## src/rtl/avb_bram_reader.sv

```systemverilog
// Avalon-MM master that drains a block of words from a pointer/data-window BRAM slave
// and presents them on a valid/ready stream through a first-word-fall-through FIFO.
module avb_bram_reader #(
  parameter logic [31:0] SLAVE_BASE = 32'h0,
  parameter int unsigned LEN_WIDTH  = 16,
  parameter int unsigned FIFO_DEPTH = 8
) (
  input  logic                 clock,
  input  logic                 resetn,
  input  logic                 cmd_start,
  input  logic [31:0]          cmd_addr,
  input  logic [LEN_WIDTH-1:0] cmd_len,
  output logic                 cmd_busy,
  output logic                 cmd_done,
  output logic [31:0]          avm_address,
  output logic                 avm_read,
  output logic                 avm_write,
  output logic [31:0]          avm_writedata,
  output logic [3:0]           avm_byteenable,
  input  logic                 avm_waitrequest,
  input  logic [31:0]          avm_readdata,
  input  logic                 avm_readdatavalid,
  output logic [31:0]          out_data,
  output logic                 out_valid,
  input  logic                 out_ready
);

  localparam int unsigned PW = $clog2(FIFO_DEPTH);
  localparam int unsigned CW = PW + 1;
  localparam logic [CW:0] DEPTH_C = FIFO_DEPTH[CW:0];

  typedef enum logic [2:0] {S_IDLE, S_WR_PTR, S_RD_ISSUE, S_WAIT_RSP, S_FINISH} state_t;

  state_t               state_q, state_d;
  logic [31:0]          addr_q, addr_d;
  logic [31:0]          avm_address_q, avm_address_d;
  logic [LEN_WIDTH-1:0] len_q, len_d;
  logic [LEN_WIDTH-1:0] issued_q, issued_d;
  logic [LEN_WIDTH-1:0] popped_q, popped_d;
  logic [CW-1:0]        count_q, count_d;
  logic [CW-1:0]        outst_q, outst_d;
  logic [PW-1:0]        wr_ptr_q, wr_ptr_d;
  logic [PW-1:0]        rd_ptr_q, rd_ptr_d;
  logic                 read_q, read_d;
  logic                 write_q, write_d;
  logic                 busy_q, busy_d;
  logic                 done_q, done_d;
  logic [31:0]          mem [FIFO_DEPTH];
  logic                 accept, push, pop;
  logic [CW:0]          inflight_d;

  assign accept = read_q & ~avm_waitrequest;
  assign push   = avm_readdatavalid & (outst_q != '0);
  assign pop    = (count_q != '0) & out_ready;

  always_comb begin
    count_d  = count_q;
    outst_d  = outst_q;
    wr_ptr_d = wr_ptr_q + PW'(push);
    rd_ptr_d = rd_ptr_q + PW'(pop);
    case ({push, pop})
      2'b10:   count_d = count_q + CW'(1);
      2'b01:   count_d = count_q - CW'(1);
      default: count_d = count_q;
    endcase
    case ({accept, push})
      2'b10:   outst_d = outst_q + CW'(1);
      2'b01:   outst_d = outst_q - CW'(1);
      default: outst_d = outst_q;
    endcase
    // Credit is judged on next-cycle occupancy so a newly raised read is always covered.
    inflight_d = {1'b0, count_d} + {1'b0, outst_d};
  end

  always_comb begin
    state_d       = state_q;
    addr_d        = addr_q;
    len_d         = len_q;
    issued_d      = issued_q;
    popped_d      = pop ? popped_q + LEN_WIDTH'(1) : popped_q;
    read_d        = read_q;
    write_d       = write_q;
    busy_d        = busy_q;
    done_d        = 1'b0;
    avm_address_d = avm_address_q;
    case (state_q)
      S_IDLE: begin
        if (cmd_start) begin
          addr_d   = cmd_addr;
          len_d    = cmd_len;
          issued_d = '0;
          popped_d = '0;
          busy_d   = 1'b1;
          if (cmd_len == '0) begin
            state_d = S_FINISH;
            done_d  = 1'b1;
          end else begin
            state_d       = S_WR_PTR;
            write_d       = 1'b1;
            avm_address_d = SLAVE_BASE;
          end
        end
      end
      S_WR_PTR: begin
        if (!avm_waitrequest) begin
          state_d       = S_RD_ISSUE;
          write_d       = 1'b0;
          read_d        = 1'b1;
          avm_address_d = SLAVE_BASE + 32'd4;
        end
      end
      S_RD_ISSUE: begin
        if (accept) issued_d = issued_q + LEN_WIDTH'(1);
        if (issued_d == len_q) begin
          state_d = S_WAIT_RSP;
          read_d  = 1'b0;
        end else if (read_q && avm_waitrequest) begin
          read_d = 1'b1;
        end else begin
          read_d = inflight_d < DEPTH_C;
        end
      end
      S_WAIT_RSP: begin
        if (popped_d == len_q) begin
          state_d = S_FINISH;
          done_d  = 1'b1;
        end
      end
      S_FINISH: begin
        busy_d  = 1'b0;
        state_d = S_IDLE;
      end
      default: state_d = S_IDLE;
    endcase
  end

  always_ff @(posedge clock or negedge resetn) begin
    if (!resetn) begin
      state_q       <= S_IDLE;
      addr_q        <= '0;
      len_q         <= '0;
      issued_q      <= '0;
      popped_q      <= '0;
      count_q       <= '0;
      outst_q       <= '0;
      wr_ptr_q      <= '0;
      rd_ptr_q      <= '0;
      read_q        <= 1'b0;
      write_q       <= 1'b0;
      busy_q        <= 1'b0;
      done_q        <= 1'b0;
      avm_address_q <= '0;
    end else begin
      state_q       <= state_d;
      addr_q        <= addr_d;
      len_q         <= len_d;
      issued_q      <= issued_d;
      popped_q      <= popped_d;
      count_q       <= count_d;
      outst_q       <= outst_d;
      wr_ptr_q      <= wr_ptr_d;
      rd_ptr_q      <= rd_ptr_d;
      read_q        <= read_d;
      write_q       <= write_d;
      busy_q        <= busy_d;
      done_q        <= done_d;
      avm_address_q <= avm_address_d;
    end
  end

  always_ff @(posedge clock) begin
    if (push) mem[wr_ptr_q] <= avm_readdata;
  end

  assign avm_address    = avm_address_q;
  assign avm_read       = read_q;
  assign avm_write      = write_q;
  assign avm_writedata  = addr_q;
  assign avm_byteenable = 4'hF;
  assign cmd_busy       = busy_q;
  assign cmd_done       = done_q;
  assign out_valid      = count_q != '0;
  assign out_data       = out_valid ? mem[rd_ptr_q] : '0;

endmodule

```

## config.mk

```make
export PLATFORM = sky130hd
export DESIGN_NAME = avb_bram_reader
export DESIGN_NICKNAME = d
export VERILOG_FILES = /design/src/rtl/avb_bram_reader.sv
export SDC_FILE = /design/constraint.sdc
export NUM_CORES = 1
export LEC_CHECK = 0
export ABC_CLOCK_PERIOD_IN_PS = 8400
export CAP_MARGIN = 20
export CELL_PAD_IN_SITES_DETAIL_PLACEMENT = 1
export CELL_PAD_IN_SITES_GLOBAL_PLACEMENT = 2
export CORE_MARGIN = 2
export CORE_UTILIZATION = 44
export DETAILED_ROUTE_END_ITERATION = 10
export HOLD_SLACK_MARGIN = 0.06
export PLACE_DENSITY_LB_ADDON = 0.1
export SYNTH_ARGS = -nofsm -noshare
export SYNTH_HDL_FRONTEND = slang
export SYNTH_SLANG_ARGS = --single-unit
```

## constraint.sdc

```tcl
create_clock -name clock -period 8.4 [get_ports clock]
set_input_delay 2.1 -clock clock [delete_from_list [all_inputs] [get_ports clock]]
set_output_delay 2.1 -clock clock [all_outputs]
set_load 0.05 [all_outputs]
```

==> run_results.csv, run 1 <==
group,metric,value,unit
run_status,status,"completed",
detailed_routing,vias_per_cell,5.374,
die,initial_core_util,44.63,%
setup_path,r2r_setup_slack,4640,ps
synthesis,muxShareOfSynthArea,15.31,%
detailed_routing,route.detailed.drc,0,
clock_tree,cts-hold-fix-buffers,0,
clock_tree,cts_tree,"done",
worst_hold_path,holdPathEnd,"avm_address[2]",
synthesis,synth_adder_area_share,1.220,%
cells_and_area,finalNetCount,1225,
setup_path,regToRegEndpoint,"avm_read",
detailed_routing,dr.max_layer_used,"met4",
setup_path,reg2reg_depth,15,
synthesis,synth_seq_cells,358,
pwr,p_leak,0.006686,uW
sta,setup-violations-final,0,
global_routing,grt_overflow,0,
cells_and_area,seqCellArea,0.01025,sq mm
cells_and_area,fill_cells,3259,
sta,slew_viol_final,0,
setup_path,crit_type,"register to output port",
pwr,swShare,39.04,%
global_routing,grt_pass1_wl,54.87,mm
detailed_routing,wl_met1,15.36,mm
die,io_pins,191,
synthesis,synth_top_area_share,49.98,%
synthesis,synth-simple-area-share,6.573,%
synthesis,synth_edf_count,256,
clock_tree,cts-htree-levels,2,
sta,whs,492.3,ps
synthesis,synth-xor-area-share,3.759,%
pwr,p_int,4478,uW
detailed_routing,routed_wl,35.35,mm
clock_tree,cts_buffers,41,
cells_and_area,drive_gt1_share,18.32,%
placement,dp.cells,1535,
flow_run,drv_cap,0,
synthesis,ys_seq_area_share,66.58,%
cells_and_area,multi_input_area,0.004868,sq mm
placement,portBuffers,155,
setup_path,worst_setup_path_start_kind,"register",
die,core_area,0.03446,sq mm
cells_and_area,area_growth_syn_to_layout,21.41,%
global_routing,grt_pass1_vias,9268,
detailed_routing,firstDrtPassIters,4,
sta,worst_clock_skew,24.33,ps
detailed_routing,wl_met2,17.46,mm
die,fp.dieW,191.0,microns
synthesis,ys.flop_type,"edfxtp_1",
synthesis,yosysTopAreaCell,"edfxtp_1",
pwr,pwr-share-comb,42.2,%
setup_path,crit-reg2reg-launch,"count_q[1]",
clock_tree,cts_sinks,358,
setup_path,crit_required,6300,ps
setup_path,cp_max_fo,34,
sta,fmax,171.6,MHz
pwr,power_switching,2867,uW
worst_hold_path,hold_class,"register to register",
synthesis,synth_cells,948,
placement,gp_congestion,0.7680,
worst_hold_path,whs_path_depth,1,
synthesis,synth_top_family_by_area,"multiplexers",
die,rows,68,
setup_path,end_kind,"output port",
placement,placed_cell_area,0.01740,sq mm
setup_path,crit_arrival,3730,ps
sta,min_period,5828,ps
cells_and_area,final_core_util,54.19,%
detailed_routing,routed-wl-met3,1.836,mm
clock_tree,cts-root-buf,"clkbuf_16",
pwr,pwr-share-clk,23.0,%
synthesis,yosysWarnings,0,
synthesis,synth_cell_types,62,
worst_hold_path,worstHoldStart,"avm_address[2]",
sta,period_share,69.38,%
sta,hold_viol_final,0,
sta,fin_setup_tns,0,ps
global_routing,grt_usage,20.00,%
sta,tightest_slew,958.2,ps
die,die_h,191.0,microns
sta,grt_setup_unrepaired,"false",
clock_tree,postCtsSetupBuffers,0,
synthesis,yosys-top-cells-count,"edfxtp_1, dfrtp_1, nor2_1",
die,die-area,0.03647,sq mm
pwr,powerDensity,393.3,mW/mm^2
detailed_routing,num_vias,8636,
detailed_routing,detail_route.wl_per_cell,22.00,microns
clock_tree,post_cts_resized,0,
synthesis,synth_compound_area_share,3.531,%
global_routing,antenna_found_initial,0,
sta,slew_headroom,36.12,%
placement,dp_hpwl,22.10,mm
synthesis,syn_area,0.01538,sq mm
synthesis,avgSynthCellArea,16.22,sq um
pwr,ir_drop,287.1,uV
cells_and_area,diodes,0,
synthesis,yosys-top-cells-area,"edfxtp_1, dfrtp_1, mux4_2",
cells_and_area,layout.cells.non_filler,1607,
clock_tree,insertion_delay,570,ps
clock_tree,cts.reportedPaths.clkPinSlew,60,ps
cells_and_area,fin_area,0.01867,sq mm
synthesis,yosysMostFrequentCell,"edfxtp_1",
synthesis,synthArstFlopShare,28.49,%
detailed_routing,initialDrtViolationCount,433,
clock_tree,clk_path_buf_depth,3,
detailed_routing,postRouteAntennaNets,0,
pwr,p_seq_share,34.8,%
global_routing,grt_max_degree,73,
[power groups by stage]
stage	clock (uW)	combinational, uW	sequential [uW]
after floorplan	0	1930	2780
after global placement	0	3100	2580
after detailed placement	0	3130	2600
after CTS	1740	3140	2570
after global routing	1800	3310	2610
final	1690	3100	2560
[stage by stage]
step | power, uW | worst slack (ps)
after floorplan | 4710 | 3249
after global placement | 5676 | 3080
after detailed placement | 5730 | 3039
after CTS | 7458 | 2404
after global routing | 7727 | 2291
final | 7345 | 2573
[final cells by class]
class,count,share of cell area (%)
clock buffers,52,5.883
flip-flops and latches,358,54.87
clock inverters,19,0.8845
repair buffers,172,8.979
well taps,455,3.049
inverters,13,0.2613
multi-input cells,538,26.07
[per-layer routing]
layer  up-vias  GRT usage [%]
li1       3918              -
met1      4492          26.73
met2       183          32.75
met3        43          4.223
met4         0          6.530
met5         -              0
[worst max-delay path, cell delays in order (launching register included)]
cell	delay [ps]
dfrtp_4	840
buf_4	680
mux4_2	600
mux2i_1	210
nor2_1	70
clkdlybuf4s50_1	730
[registers in the layout, indices dropped and copies added (netlist names)]
name           count
avm_read           1
avm_address        1
len_q             16
avm_write          1
wr_ptr_q           3
state_q            3
cmd_busy           1
rd_ptr_q           3
cmd_done           1
mem              256
count_q            4
avm_writedata     32
issued_q          16
outst_q            4
popped_q          16
[kinds of logic (layout without fill, tap and decap cells)]
group / after synthesis / after routing
buffers and inverters: 85 / 256
and+or+nand+nor: 192 / 192
other: 2 / 35
muxes: 149 / 149
xor gates and xnor gates: 66 / 66
AOI/OAI and AO/OA: 81 / 81
DFF: 358 / 358
adders and majority gates: 15 / 15
[worst max path at each step]
stage / from / to / slack [ps]
final: rd_ptr_q[0] / out_data[10] / 2570
after global routing: rd_ptr_q[0] / out_data[16] / 2290
after CTS: rd_ptr_q[0] / out_data[18] / 2400
after detailed placement: rd_ptr_q[0] / out_data[8] / 3040
after global placement: rd_ptr_q[0] / out_data[18] / 3080
after floorplan: avm_readdatavalid / mem[0][0] / 3250
[placed cells by master (no fill, tap or decap), types with 6 or more instances in the layout]
| master | netlist | layout |
|---|---|---|
| mux2i_1 | 35 | 35 |
| nand4_1 | 11 | 11 |
| o21ai_0 | 26 | 26 |
| ha_1 | 15 | 15 |
| mux4_2 | 64 | 64 |
| and3_1 | 7 | 7 |
| xnor2_1 | 36 | 36 |
| nor2_1 | 73 | 66 |
| xor2_1 | 30 | 30 |
| buf_4 | 35 | 18 |
| nor3_1 | 10 | 8 |
| inv_1 | 12 | 12 |
| clkdlybuf4s50_1 | 0 | 154 |
| nand2_1 | 30 | 30 |
| nor2b_1 | 7 | 7 |
| mux2_2 | 50 | 50 |
| clkbuf_16 | 0 | 42 |
| dfrtp_1 | 102 | 99 |
| o31ai_1 | 11 | 11 |
| nor4_1 | 8 | 8 |
| and2_1 | 6 | 6 |
| edfxtp_1 | 256 | 256 |
| conb_1 | 2 | 35 |
| clkinv_1 | 0 | 10 |
| nand3_1 | 9 | 9 |
| nor2_4 | 0 | 7 |
| a21oi_1 | 17 | 17 |
| clkbuf_1 | 26 | 9 |
Note: power is estimated with default switching activity, not from simulation.
==> inputs of run 2 (changes only) <==
--- a/config.mk
+++ b/config.mk
@@ -5,12 +5,12 @@
 export SDC_FILE = /design/constraint.sdc
 export NUM_CORES = 1
 export LEC_CHECK = 0
-export ABC_CLOCK_PERIOD_IN_PS = 8400
+export ABC_CLOCK_PERIOD_IN_PS = 5900
 export CAP_MARGIN = 20
 export CELL_PAD_IN_SITES_DETAIL_PLACEMENT = 1
 export CELL_PAD_IN_SITES_GLOBAL_PLACEMENT = 2
 export CORE_MARGIN = 2
-export CORE_UTILIZATION = 44
+export CORE_UTILIZATION = 41
 export DETAILED_ROUTE_END_ITERATION = 10
 export HOLD_SLACK_MARGIN = 0.06
 export PLACE_DENSITY_LB_ADDON = 0.1
==> constraint.sdc (replaced) <==
create_clock -name clock -period 5.9 [get_ports clock]
set_input_delay 1.475 -clock clock [delete_from_list [all_inputs] [get_ports clock]]
set_output_delay 1.475 -clock clock [all_outputs]
set_load 0.05 [all_outputs]
==> run 2 against run 1 <==
  * Combinational power grew 40%
  * Via count shrank 0.36%
  * Register-to-register slack lost 2500 ps
  * Clock skew grew 0.96 ps
  * Non-clock buffer count grew 3
  * Clock-buffer cell count shrank 6
  * Largest cell class unchanged
  * First-iteration DRC count shrank 18%
  * Critical path depth is the same
  * Sequential share of layout area shrank 0.35 points
  * Die area grew 7.2%
==> run_results.csv, run 2 (synthesized netlist as in run 1, its figures left out) <==
group,metric,value,unit
run_status,status,"completed",
clock_tree,cts-htree-levels,2,
pwr,finalPower,10560,uW
cells_and_area,drive_gt1_share,19.08,%
cells_and_area,final_core_util,51.09,%
cells_and_area,largest_reg_flops,256,
clock_tree,cts_sinks,358,
sta,grt_setup_unrepaired,"false",
detailed_routing,vias_per_cell,5.305,
cells_and_area,finalNetCount,1227,
global_routing,grt_overflow,0,
detailed_routing,firstDrtPassIters,4,
sta,hold_viol_final,0,
cells_and_area,final_common_cell,"edfxtp_1",
pwr,powerDensity,561.8,mW/mm^2
clock_tree,cts_buffers,40,
sta,fmax,209.4,MHz
setup_path,end_kind,"output port",
worst_hold_path,hold_class,"register to register",
sta,setup-violations-final,0,
sta,tightest_slew,1001,ps
global_routing,grt_pass1_wl,53.95,mm
sta,slew_headroom,32.88,%
setup_path,cp_max_fo,29,
worst_hold_path,whs_path_depth,1,
setup_path,worst_setup_path_start_kind,"register",
setup_path,crit_type,"register to output port",
global_routing,grt_use_met2,30.10,%
clock_tree,postCtsSetupBuffers,0,
detailed_routing,num_vias,8605,
setup_path,reg2reg_depth,15,
die,fp.dieW,197.7,microns
sta,whs,495.0,ps
global_routing,antenna_found_initial,1,
setup_path,crit_required,4430,ps
placement,portBuffers,155,
die,io_pins,191,
die,die-area,0.03908,sq mm
detailed_routing,route.detailed.drc,0,
placement,dp.cells,1551,
cells_and_area,top_register,"mem",
die,core_area,0.03679,sq mm
clock_tree,cts-hold-fix-buffers,0,
detailed_routing,routed_wl,34.61,mm
flow_run,drv_cap,0,
detailed_routing,initialDrtViolationCount,357,
global_routing,grt_use_met3,3.398,%
placement,gp_congestion,0.7584,
detailed_routing,postRouteAntennaNets,0,
sta,period_share,80.94,%
clock_tree,clk_path_buf_depth,3,
clock_tree,cts-root-buf,"clkbuf_16",
global_routing,grt.busiest_layer,"met2",
detailed_routing,detail_route.wl_per_cell,21.33,microns
pwr,ir_drop,461.9,uV
sta,min_period,4775,ps
sta,fin_setup_tns,0,ps
cells_and_area,fill_cells,3489,
global_routing,grt_max_degree,55,
global_routing,grt_pass1_vias,9066,
global_routing,met1_usage,24.83,%
die,rows,70,
clock_tree,cts.reportedPaths.clkPinSlew,60,ps
die,initial_core_util,41.81,%
clock_tree,cts_tree,"done",
pwr,p_leak,0.006742,uW
clock_tree,post_cts_resized,0,
cells_and_area,layout.cells.non_filler,1622,
setup_path,crit_arrival,3300,ps
die,die_h,197.7,microns
global_routing,grt_usage,18.18,%
placement,dp_hpwl,21.92,mm
sta,worst_clock_skew,25.28,ps
clock_tree,insertion_delay,550,ps
cells_and_area,layout_common_cells,"edfxtp_1, clkdlybuf4s50_1, dfrtp_1",
sta,slew_viol_final,0,
cells_and_area,area_growth_syn_to_layout,22.19,%
[run 2: metrics by stage]
step,cell area (sq um),worst slack [ps]
after floorplan,15500,1374
after global placement,17470,1437
after detailed placement,17470,1429
after CTS,18780,1025
after global routing,18790,930.3
final,18790,1125
[run 2: cell type report]
cell class	instances	area, sq um	area share, %
Sequential cell	358	10250	54.52
Multi-Input combinational cell	538	4868	25.91
Timing Repair Buffer	175	1724	9.174
Clock buffer	46	1044	5.553
Tap cell	468	585.6	3.116
Clock inverter	23	274.0	1.458
Inverter	13	48.80	0.2597
Antenna cell	1	2.502	0.01332
[run 2: critical path, stage by stage, from the launching register on]
cell             delay (ps)
dfrtp_2                 810
buf_4                   510
mux4_2                  280
mux2i_1                  60
nor2_1                  220
clkdlybuf4s50_1         850
[run 2: layer usage]
layer	wire, microns	share of wire [%]	up-vias
met5	13	0.038	-
met4	662	1.9	2
met3	1562	4.5	50
met2	16850	49	182
met1	15520	45	4434
li1	-	-	3937
[run 2: final timing paths]
path | from | endpoint | slack [ps]
worst min register to register | avm_address[2] | avm_address[2] | 490
worst min-delay path | avm_address[2] | avm_address[2] | 490
min in group asynchronous | resetn | avm_writedata[0] | 990
worst max register to register | count_q[1] | avm_read | 2160
worst max-delay path | rd_ptr_q[1] | out_data[24] | 1120
max in group asynchronous | resetn | issued_q[1] | 3760
[run 2: power breakdown]
part	leakage (uW)	internal (uW)	switching, uW
clock	0.000646	1490	1000
combinational	0.00251	1750	2610
sequential	0.00359	3240	467
total	0.00674	6480	4080
